<file path="src/rtl/elevator_pkg.sv">
// Shared definitions for the elevator shaft model: engine encodings, fault codes,
// controller states and the car-position to floor-sensor decode.
package elevator_pkg;

    typedef enum logic [1:0] {
        IDLE  = 2'd0,
        UP    = 2'd1,
        DOWN  = 2'd2,
        FAULT = 2'd3
    } state_t;

    localparam logic [1:0] ENG_OFF  = 2'b00;
    localparam logic [1:0] ENG_BAD  = 2'b01;
    localparam logic [1:0] ENG_UP   = 2'b10;
    localparam logic [1:0] ENG_DOWN = 2'b11;

    localparam logic [2:0] FC_NONE       = 3'd0;
    localparam logic [2:0] FC_DOOR_MOVE  = 3'd1;
    localparam logic [2:0] FC_MISALIGN   = 3'd2;
    localparam logic [2:0] FC_MULTI_DOOR = 3'd3;
    localparam logic [2:0] FC_OVERTRAVEL = 3'd4;
    localparam logic [2:0] FC_ENGINE     = 3'd5;
    localparam logic [2:0] FC_REVERSAL   = 3'd6;

    // Floor levels sit at 0, travel and 2*travel; anything else is between floors.
    function automatic logic [2:0] level_sensor(input int pos, input int travel);
        logic [2:0] sensor;
        sensor = 3'b000;
        if (pos == 0)
            sensor = 3'b001;
        else if (pos == travel)
            sensor = 3'b010;
        else if (pos == 2 * travel)
            sensor = 3'b100;
        return sensor;
    endfunction

endpackage

</file>
<file path="src/rtl/elevator_fault_check.sv">
// Combinational safety checker: evaluates every fault condition for the current
// cycle and reports the single highest-priority code.
module elevator_fault_check
    import elevator_pkg::*;
#(
    parameter int TRAVEL_TICKS = 4,
    parameter int POSW         = $clog2(2 * TRAVEL_TICKS + 1)
) (
    input  state_t           state,
    input  logic             tick,
    input  logic [1:0]       engine,
    input  logic [2:0]       doors,
    input  logic [2:0]       floor_sensor,
    input  logic [POSW-1:0]  car_pos,
    output logic             hit,
    output logic [2:0]       code
);

    localparam logic [POSW-1:0] TOP_POS = POSW'(2 * TRAVEL_TICKS);

    logic engine_bad;
    logic multi_door;
    logic door_move;
    logic misalign;
    logic overtravel;
    logic reversal;
    logic in_motion;

    assign in_motion  = (state == UP) || (state == DOWN);
    assign engine_bad = (engine == ENG_BAD);
    assign multi_door = (doors[0] & doors[1]) | (doors[0] & doors[2]) | (doors[1] & doors[2]);
    assign door_move  = (doors != 3'b000) && ((engine != ENG_OFF) || in_motion);
    assign misalign   = ((doors & ~floor_sensor) != 3'b000);

    // Motion checks only make sense on the strobe that would actually move the car.
    assign overtravel = tick && (((engine == ENG_UP)   && (car_pos == TOP_POS)) ||
                                 ((engine == ENG_DOWN) && (car_pos == '0)));
    assign reversal   = tick && (((state == UP)   && (engine == ENG_DOWN)) ||
                                 ((state == DOWN) && (engine == ENG_UP)));

    always_comb begin
        code = FC_NONE;
        if (engine_bad)
            code = FC_ENGINE;
        else if (multi_door)
            code = FC_MULTI_DOOR;
        else if (door_move)
            code = FC_DOOR_MOVE;
        else if (misalign)
            code = FC_MISALIGN;
        else if (overtravel)
            code = FC_OVERTRAVEL;
        else if (reversal)
            code = FC_REVERSAL;
    end

    assign hit = (code != FC_NONE);

endmodule

</file>
<file path="src/rtl/elevator_shaft.sv">
// Three-floor elevator shaft: tick-driven car position counter, motion FSM and
// registered floor/arrival/fault indications.
module elevator_shaft
    import elevator_pkg::*;
#(
    parameter  int TRAVEL_TICKS = 4,
    localparam int POSW         = $clog2(2 * TRAVEL_TICKS + 1)
) (
    input  logic             CLK,
    input  logic             RST,
    input  logic             tick,
    input  logic [1:0]       engine,
    input  logic [2:0]       doors,
    output logic [2:0]       floor_sensor,
    output logic [POSW-1:0]  car_pos,
    output logic             moving,
    output logic             arrived,
    output logic             fault,
    output logic [2:0]       fault_code
);

    state_t          state;
    state_t          state_nx;
    logic [POSW-1:0] pos_nx;
    logic [2:0]      sensor_nx;
    logic            step;
    logic            first_cycle;
    logic            tick_eff;
    logic            chk_hit;
    logic [2:0]      chk_code;

    // The strobe is masked for the first cycle out of reset so a stale tick cannot move the car.
    assign tick_eff = tick & ~first_cycle;

    elevator_fault_check #(
        .TRAVEL_TICKS (TRAVEL_TICKS),
        .POSW         (POSW)
    ) u_fault_check (
        .state        (state),
        .tick         (tick_eff),
        .engine       (engine),
        .doors        (doors),
        .floor_sensor (floor_sensor),
        .car_pos      (car_pos),
        .hit          (chk_hit),
        .code         (chk_code)
    );

    // A detected fault suppresses the step of the same cycle, so the car keeps its pre-fault position.
    always_comb begin
        state_nx  = state;
        pos_nx    = car_pos;
        step      = 1'b0;
        if (state != FAULT) begin
            if (chk_hit) begin
                state_nx = FAULT;
            end else if (tick_eff) begin
                case (engine)
                    ENG_UP: begin
                        state_nx = UP;
                        pos_nx   = car_pos + POSW'(1);
                        step     = 1'b1;
                    end
                    ENG_DOWN: begin
                        state_nx = DOWN;
                        pos_nx   = car_pos - POSW'(1);
                        step     = 1'b1;
                    end
                    ENG_OFF: begin
                        state_nx = IDLE;
                    end
                    default: begin
                        state_nx = state;
                    end
                endcase
            end
        end
        sensor_nx = level_sensor(int'(pos_nx), TRAVEL_TICKS);
    end

    always_ff @(posedge CLK or negedge RST) begin
        if (!RST) begin
            state        <= IDLE;
            car_pos      <= '0;
            floor_sensor <= 3'b001;
            moving       <= 1'b0;
            arrived      <= 1'b0;
            fault        <= 1'b0;
            fault_code   <= FC_NONE;
            first_cycle  <= 1'b1;
        end else begin
            first_cycle  <= 1'b0;
            state        <= state_nx;
            car_pos      <= pos_nx;
            floor_sensor <= sensor_nx;
            moving       <= (state_nx == UP) || (state_nx == DOWN);
            arrived      <= step && (sensor_nx != 3'b000);
            if ((state != FAULT) && (state_nx == FAULT)) begin
                fault      <= 1'b1;
                fault_code <= chk_code;
            end
        end
    end

endmodule

</file>
<file path="config.mk">
export PLATFORM = sky130hd
export DESIGN_NAME = elevator_shaft
export DESIGN_NICKNAME = d
export VERILOG_FILES = /design/src/rtl/elevator_pkg.sv /design/src/rtl/elevator_fault_check.sv /design/src/rtl/elevator_shaft.sv
export SDC_FILE = /design/constraint.sdc
export NUM_CORES = 1
export LEC_CHECK = 0
export BUFFER_PORTS_ARGS = -buffer_cell sky130_fd_sc_hd__buf_2
export CELL_PAD_IN_SITES_DETAIL_PLACEMENT = 1
export CELL_PAD_IN_SITES_GLOBAL_PLACEMENT = 1
export CORE_MARGIN = 2
export CORE_UTILIZATION = 40
export CTS_CLUSTER_DIAMETER = 120
export DETAILED_ROUTE_END_ITERATION = 10
export PLACE_DENSITY_LB_ADDON = 0.25
export SYNTH_ARGS = -nofsm -noshare
export SYNTH_HDL_FRONTEND = slang
export SYNTH_SLANG_ARGS = --single-unit
</file>
<file path="constraint.sdc">
create_clock -name CLK -period 3.65 [get_ports CLK]
set_input_delay 0.1825 -clock CLK [delete_from_list [all_inputs] [get_ports CLK]]
set_output_delay 0.1825 -clock CLK [all_outputs]
set_load 0.03 [all_outputs]
</file>
# == After elaboration in Yosys (flattened, before gate mapping) ==
# Cells that the tools add are included.
# classes
addsub,2
n_eq_ne,12
mux,21
bitwise_logic,9
n_reduce_logical,23
# op_table
operator,count
$mux W3,9
$eq A4 B4 Y1 const B,3
$mux W4,3
$reduce_bool A3 Y1,4
$eq A2 B2 Y1 const B,5
$logic_and A1 B1 Y1,9
$logic_not A4 Y1,2
$pmux W4 S2,1
$eq A2 B1 Y1 const B,3
$mux W2,3
$pmux W2 S3,1
$logic_or A1 B1 Y1,5
$add A4 B1 Y4 const B,1
$and A1 B1 Y1,4
$mux W1,4
$sub A4 B1 Y4 const B,1
$and A3 B3 Y3,1
$not A3 Y3,1
$logic_not A2 Y1,1
$ne A2 B2 Y1 const B,1
$or A1 B1 Y1,2
$reduce_bool A2 Y1,1
$reduce_or A2 Y1,1
$not A1 Y1,1
# word_totals
ff_bits,16
input_bits,8
elab_cells,75

# == Depth between registers and ports, before layout ==
# Gate-level depths: netlist (run 1).
# logic_depth
ltp_word,19
ltp_mapped,12

# == Modules after synthesis ==
# A second synthesis (run 1) with hierarchy kept.
# unflattened
hier_cells,105
hier_area_um2,1046.0
# by_module_without_submodules
mod,n_inst,cells_per_inst,area_each_um2
elevator_shaft,1,64,779.5
elevator_fault_check,1,41,266.5

# == Worst setup path before layout (run 1) ==
# Ideal clock, no wire load.
# synth_timing
path_kind,reg-to-reg
from,register state[0]
to,register fault_code[2]
setup_time_ns,0.118
arrival_time_ns,2.614
required_time_ns,3.532
setup_slack_ns,0.918
path_stages_with_launch,13
path_buffers,0
synth_period_minus_slack_ns,2.732
path_cell_list,dfrtp_1 -> inv_1 -> ha_1 -> or4b_4 -> a21oi_4 -> o21ai_2 -> or3_2 -> a21oi_1 -> a21oi_1 -> ha_1 -> nand2b_1 -> a21oi_1 -> a21o_1
# synth_via
elab_chain_len,15
elab_cells_between_ends,23
# synth_lines
element,line,text
start: declaration,elevator_shaft.sv:22,state_t state;
start signal: assignment,elevator_shaft.sv:93,state <= state_nx;
$eq A2 B1 Y1 or $eq A2 B2 Y1 (tied branches),"elevator_fault_check.sv:29, elevator_fault_check.sv:38, elevator_fault_check.sv:39",
$logic_and A1 B1 Y1 (on tied branches),"elevator_fault_check.sv:38, elevator_fault_check.sv:39",
$logic_or A1 B1 Y1,elevator_fault_check.sv:38,assign reversal = tick && (((state == UP) && (engine == ENG_DOWN)) ||
$logic_and A1 B1 Y1,elevator_fault_check.sv:38,
$mux W3,elevator_fault_check.sv:53,else if (reversal)
$mux W3,elevator_fault_check.sv:51,else if (overtravel)
$mux W3,elevator_fault_check.sv:49,else if (misalign)
$mux W3,elevator_fault_check.sv:47,else if (door_move)
$mux W3,elevator_fault_check.sv:45,else if (multi_door)
$mux W3,elevator_fault_check.sv:43,if (engine_bad)
$reduce_bool A3 Y1,elevator_fault_check.sv:57,assign hit = (code != FC_NONE);
$mux W2,elevator_shaft.sv:55,if (chk_hit) begin
$mux W2 *,elevator_shaft.sv:54,if (state != FAULT) begin
via state_nx[1],elevator_shaft.sv:23,state_t state_nx;
$eq A2 B2 Y1 *,elevator_shaft.sv:98,if ((state != FAULT) && (state_nx == FAULT)) begin
$logic_and A1 B1 Y1 *,elevator_shaft.sv:98,
end signal: assignment,elevator_shaft.sv:100,fault_code <= chk_code;
end: declaration,elevator_shaft.sv:19,output logic [2:0] fault_code
# The timed path passes the listed nets; every way through them passes the cells marked *.
# A chain may end at the register's enable or synchronous reset.

# == Worst setup path in the final report (run 1) ==
# Same ends and word-level chain as after synthesis.

==> flow_summary.ini, run 1 <==
[synthesis]
synthTopCellsByArea = dfrtp_1 34%, ha_1 6.1%, dfstp_2 5.1%, a21oi_1 4.4%, xnor2_1 3.4%
synth_seq_cells = 16
synth.yosys.warnings = 0
synthMostInstantiatedCell = dfrtp_1
synth_compound_area_share_pct = 19.4
netlist_top_cells_count = 14 x dfrtp_1, 9 x a21oi_1, 7 x nor2_1
yosysTopAreaCellShare_pct = 34.0
synth.avg_cell_area_um2 = 9.55
synthArstFlopShare_pct = 100
yosysSeqAreaShare_pct = 39.1
synth_simple_gate_area_share_pct = 20.8
yosys.area_share.xor_xnor_pct = 5.10
synthAdderAreaFrac_pct = 7.04
synth_mux_area_share_pct = 3.03
synth_top_family_by_area = simple AND/OR/NAND/NOR gates
netlist_area_um2 = 1030
synth_area_leader_cell = dfrtp_1
synth_nets = 121
synth_edf_count = 0
ys.flop_type = dfrtp_1
synthDistinctLibCells = 45
syn_inst = 108

[cells_and_area]
area_growth_pct = 13.5
final_nets = 143
fin_cells = 158
post_route_cells_drive_above_1_share_pct = 25.0
antenna_cells = 0

[timing]
finClkSkew_ns = 0.00997
rsz0062_at_grt = false
fin_tns_setup_ns = 0
fin_crit_ns = 3.10
fmax_ghz = 0.323
final.period_utilization_pct = 84.9
hold_viol = 0
setup_viol = 0
drv_slew = 0

[flow_run]
cap_violations = 0

[place]
hpwl_um = 1830
portBuffers = 20
numPlacedInstances = 154
gp_congestion = 0.811

[clocking]
tritoncts = yes
cts_buffers = 3
htreeDepth = 1
cts.clk_slew.worst_paths_ns = 0.08
clockBufferDepth = 2
worstSkewPairLatency_ns = 0.29
postCtsResizedCells = 0
cts_root_buffer = clkbuf_4
cts_sinks = 16

[critical_path]
crit_fanout = 7
worstSetupPathType = flop to flop
endpoint_kind = flop
arrival_ns = 3.28
worstPathRequired_ns = 3.83
startpoint_type = flop

[pwr]
p_sw_w = 0.000191
power_density_nw_per_um2 = 425
ir_worst_vdd_mv = 0.236
leakage_nw = 0.531
seqPwrFrac_pct = 44.6
p_sw_share_pct = 38.4
p_comb_share_pct = 36.6
internal_power_w = 0.000306
clock_power_share_pct = 18.8

[worst_hold_path]
hold_class = input pin to flop

[global_route]
grt_first_pass_wirelength_um = 3860
grt_overflow = 0
grt_util_all_layers_pct = 18.2
grt_pass1_vias = 840
antenna_found_initial = 0
grt_max_degree = 17

[outcome]
status = completed

[die]
fp.dieH_um = 54.8
rows = 18
initial_core_util_pct = 42.0
io_pins = 21
dieArea_um2 = 3000
core_um2 = 2450
dieWidth_um = 54.8

[route]
drc = 0
drt-total-wl_um = 2370
wl_per_cell_um = 15.0
vias = 889
via_per_inst = 5.63
drtPass1Iterations = 4
initialDrtViolationCount = 20
ant_nets = 0
[timing repair]
item                                    in CTS  in global routing
hold buffers                                 1                  0
endpoints found under the hold margin       14                  0
buffers inserted                             0                  0
endpoints found under the setup margin       0                  0
[power groups by stage]
| stage | logic [W] | registers (W) | clock network [W] |
|---|---|---|---|
| finish | 0.000182 | 0.000222 | 0.0000935 |
| global route | 0.000201 | 0.000225 | 0.000106 |
| CTS | 0.000185 | 0.000222 | 0.0000967 |
| detailed placement | 0.000183 | 0.000225 | 0 |
| global placement | 0.000177 | 0.000225 | 0 |
| floorplan | 0.0000822 | 0.000272 | 0 |
[cell usage in the layout (no fill, tap or decap), types with 2 or more instances in the layout]
master,n
a211oi_1,2
a21oi_1,9
buf_2,20
clkbuf_4,3
dfrtp_1,14
dfstp_2,2
ha_1,5
inv_1,6
mux2i_1,2
nand2_1,6
nand2b_1,4
nor2_1,7
nor3_1,5
nor4b_1,2
o21a_1,2
o21ai_0,6
xnor2_1,4
xor2_1,2
[final cells by class]
cell class | instances | area (um2)
fillers | 292 | 1280
multi-input cells | 82 | 574
flip-flops and latches | 16 | 403
repair buffers | 21 | 110
well taps | 30 | 37.5
clock buffers | 3 | 22.5
inverters | 6 | 22.5
[state kept, by name, summed over array words and instances, names as in the netlist]
name and count:
arrived 1, car_pos 4, fault 1, fault_code 3, first_cycle 1, floor_sensor 3, moving 1, state 2
[worst paths after layout]
check                      startpoint  depth (start not counted)  slack [ns]             to
max in group asynchronous         RST                          2        2.99    first_cycle
setup reg to reg             state[0]                         12        0.55  fault_code[2]
min in group asynchronous         RST                          2        0.34     car_pos[2]
setup / recovery             state[0]                         12        0.55  fault_code[2]
hold reg to reg                 fault                          1        0.47          fault
hold / removal               doors[2]                          3        0.33  fault_code[0]
[cell families after synthesis]
kind of cell    Yosys count
flops                    16
xor+xnor                  6
compound gates           30
buf+inv                  10
simple gates             36
fa+ha+maj                 6
mux                       3
other cells               1
[critical path, stage by stage (launching register included)]
cell and delay (ns):
dfrtp_1 0.44, inv_1 0.09, ha_1 0.32, or4b_4 0.50, a21oi_4 0.15, o21ai_2 0.10, or3_2 0.51, nor2_1 0.14
a21oi_1 0.08, ha_1 0.23, nand2b_1 0.21, a21oi_1 0.07, a21o_1 0.15
[metal layers]
| metal | part of all wire, % | up-vias | global-route usage, % |
|---|---|---|---|
| met4 | 1.9 | 0 | 6.67 |
| met3 | 4.8 | 7 | 3.55 |
| met2 | 48 | 26 | 29.8 |
| li1 | - | 423 | - |
| met1 | 45 | 433 | 23.7 |
| met5 | 0 | - | 0 |
[metrics by stage]
step	area, um2	power (W)	util [%]	hold slack, ns	worst slack [ns]
floorplan	1030	0.000354	-	-0.113	0.918
detailed placement	1140	0.000408	46.3	0.128	0.626
global placement	1140	0.000401	46.3	0.109	0.750
finish	1170	0.000497	47.7	0.325	0.551
CTS	1170	0.000504	47.7	0.324	0.535
global route	1170	0.000533	47.7	0.353	0.376
Note: power is estimated with default switching activity, not from simulation.
==> run 2: changes to the inputs <==
==> constraint.sdc (replaced) <==
create_clock -name CLK -period 3 [get_ports CLK]
set_input_delay 0.15 -clock CLK [delete_from_list [all_inputs] [get_ports CLK]]
set_output_delay 0.15 -clock CLK [all_outputs]
set_load 0.03 [all_outputs]
==> run 2 against run 1 <==
  * Total power grew 24%
  * Final cell count up 0.63%
  * Critical path depth is 1 lower
  * Fmax up 8.8%
  * Clock skew decreased by 0.0017 ns
  * Setup slack worse by 0.40 ns
  * Wire length up 0.55%
  * First-iteration DRC count shrank 15%
==> flow_summary.ini, run 2 (same netlist as run 1, synthesis figures left out) <==
[die]
io_pins = 21
dieWidth_um = 54.8
rows = 18
dieArea_um2 = 3000
initial_core_util_pct = 42.0
fp.dieH_um = 54.8
core_um2 = 2450

[place]
numPlacedInstances = 154
gp_congestion = 0.811
hpwl_um = 1830
portBuffers = 20

[timing]
finClkSkew_ns = 0.00826
setup_viol = 0
fin_crit_ns = 2.85
drv_slew = 0
hold_viol = 0
hold_ws_ns = 0.291
fmax_ghz = 0.351
final.period_utilization_pct = 94.9

[cells_and_area]
largest_reg_flops = 4
layout_common_cells = 20 x buf_2, 14 x dfrtp_1, 9 x a21oi_1
area_growth_pct = 15.2
final_common_cell = buf_2
post_route_cells_drive_above_1_share_pct = 27.1
regMostFlops = car_pos
final_nets = 144
fill_cells = 290
antenna_cells = 0
fin_cells = 159
multi_input_area_um2 = 584
final_core_util_pct = 48.4
top_regs = car_pos: 4 flops, fault_code: 3 flops, floor_sensor: 3 flops
final-seq-area_um2 = 403

[pwr]
p_sw_w = 0.000235
internal_power_w = 0.000380
power_density_nw_per_um2 = 518
clock_power_share_pct = 18.5
leakage_nw = 0.545
p_sw_share_pct = 38.2
seqPwrFrac_pct = 43.4
ir_worst_vdd_mv = 0.290
p_comb_share_pct = 38.1

[critical_path]
worstSetupPathType = flop to flop
arrival_ns = 3.03
endpoint_kind = flop
crit_fanout = 7
slowest_delay_ns = 0.50
startpoint_type = flop
critPathSlowestCell = or4b_4
crit_start = state[1]
crit_path_frequent_cell = a21oi_1
worstPathRequired_ns = 3.18
r2r_cells = 11
r2r-start = state[1]
path_cells = ha_1 > or4b_4 > a21oi_4 > o21ai_2 > or3_2 > nor2_1 > a21oi_1 > ha_2 > nand2b_4 > a21oi_1 > a21o_1

[worst_hold_path]
hold_class = input pin to flop
worstHoldStart = doors[2]
hold_depth = 3

[global_route]
antenna_found_initial = 0
grt_overflow = 0
grt_max_degree = 17
grt_first_pass_wirelength_um = 3890
grt_pass1_vias = 847
grt_util_all_layers_pct = 18.4

[route]
wl_per_cell_um = 15.0
ant_nets = 0
via_per_inst = 5.57
initialDrtViolationCount = 17
drc = 0
drt-total-wl_um = 2390
drtPass1Iterations = 4
vias = 886

[clocking]
clockBufferDepth = 2
cts_buffers = 3
cts_sinks = 16
worstSkewPairLatency_ns = 0.29
tritoncts = yes
htreeDepth = 1
cts.clk_slew.worst_paths_ns = 0.08
cts_root_buffer = clkbuf_4

[outcome]
status = completed

[flow_run]
cap_violations = 0
-- run 2: path summary, 6_finish.rpt --
kind	slack (ns)	end
max	0.15	fault_code[2]
min	0.29	fault_code[0]
max reg2reg	0.15	fault_code[2]
min reg2reg	0.47	fault
max in group asynchronous	2.37	first_cycle
min in group asynchronous	0.31	car_pos[2]
-- run 2: timing repair --
action                                  in CTS  in global routing
setup buffers                                1                  0
endpoints found under the setup margin       3                  1
hold endpoints to repair                    14                  0
hold buffers                                 1                  0
resized for setup                            1                  1
-- run 2: layer usage --
layer,share of wire (%),global-route usage (%),vias to the layer above
li1,-,-,425
met1,46,23.9,440
met2,49,30.2,17
met3,3.7,3.55,4
met4,0.88,6.67,0
met5,0,0,-
-- run 2: cell type report --
type / count / area share [%]
inverters: 6 / 1.90
well taps: 30 / 3.16
flip-flops and latches: 16 / 33.9
repair buffers: 22 / 9.91
multi-input cells: 82 / 49.2
clock buffers: 3 / 1.90
-- run 2: power groups by stage --
stage	logic [W]	registers [W]	clock network, W
CTS	0.000237	0.000268	0.000118
global placement	0.000215	0.000273	0
detailed placement	0.000223	0.000274	0
floorplan	0.000100	0.000331	0
global route	0.000258	0.000272	0.000129
finish	0.000234	0.000267	0.000114
-- run 2: through the flow --
stage,instance area (um2),setup WS [ns],setup TNS [ns],total power [W]
detailed placement,1140,-0.0244,-0.0244,0.000497
global placement,1140,0.100,0,0.000488
global route,1190,-0.00319,-0.00319,0.000659
finish,1190,0.152,0,0.000615
CTS,1180,0.0895,0,0.000622
floorplan,1030,0.268,0,0.000431
-- run 2: critical path, delay by kind of cell, from the launching register on --
kind	cells	cell delay (ns)
adders and majority gates	2	0.56
and+or+nand+nor	4	1.24
AOI/OAI and AO/OA	5	0.52
DFF	1	0.42
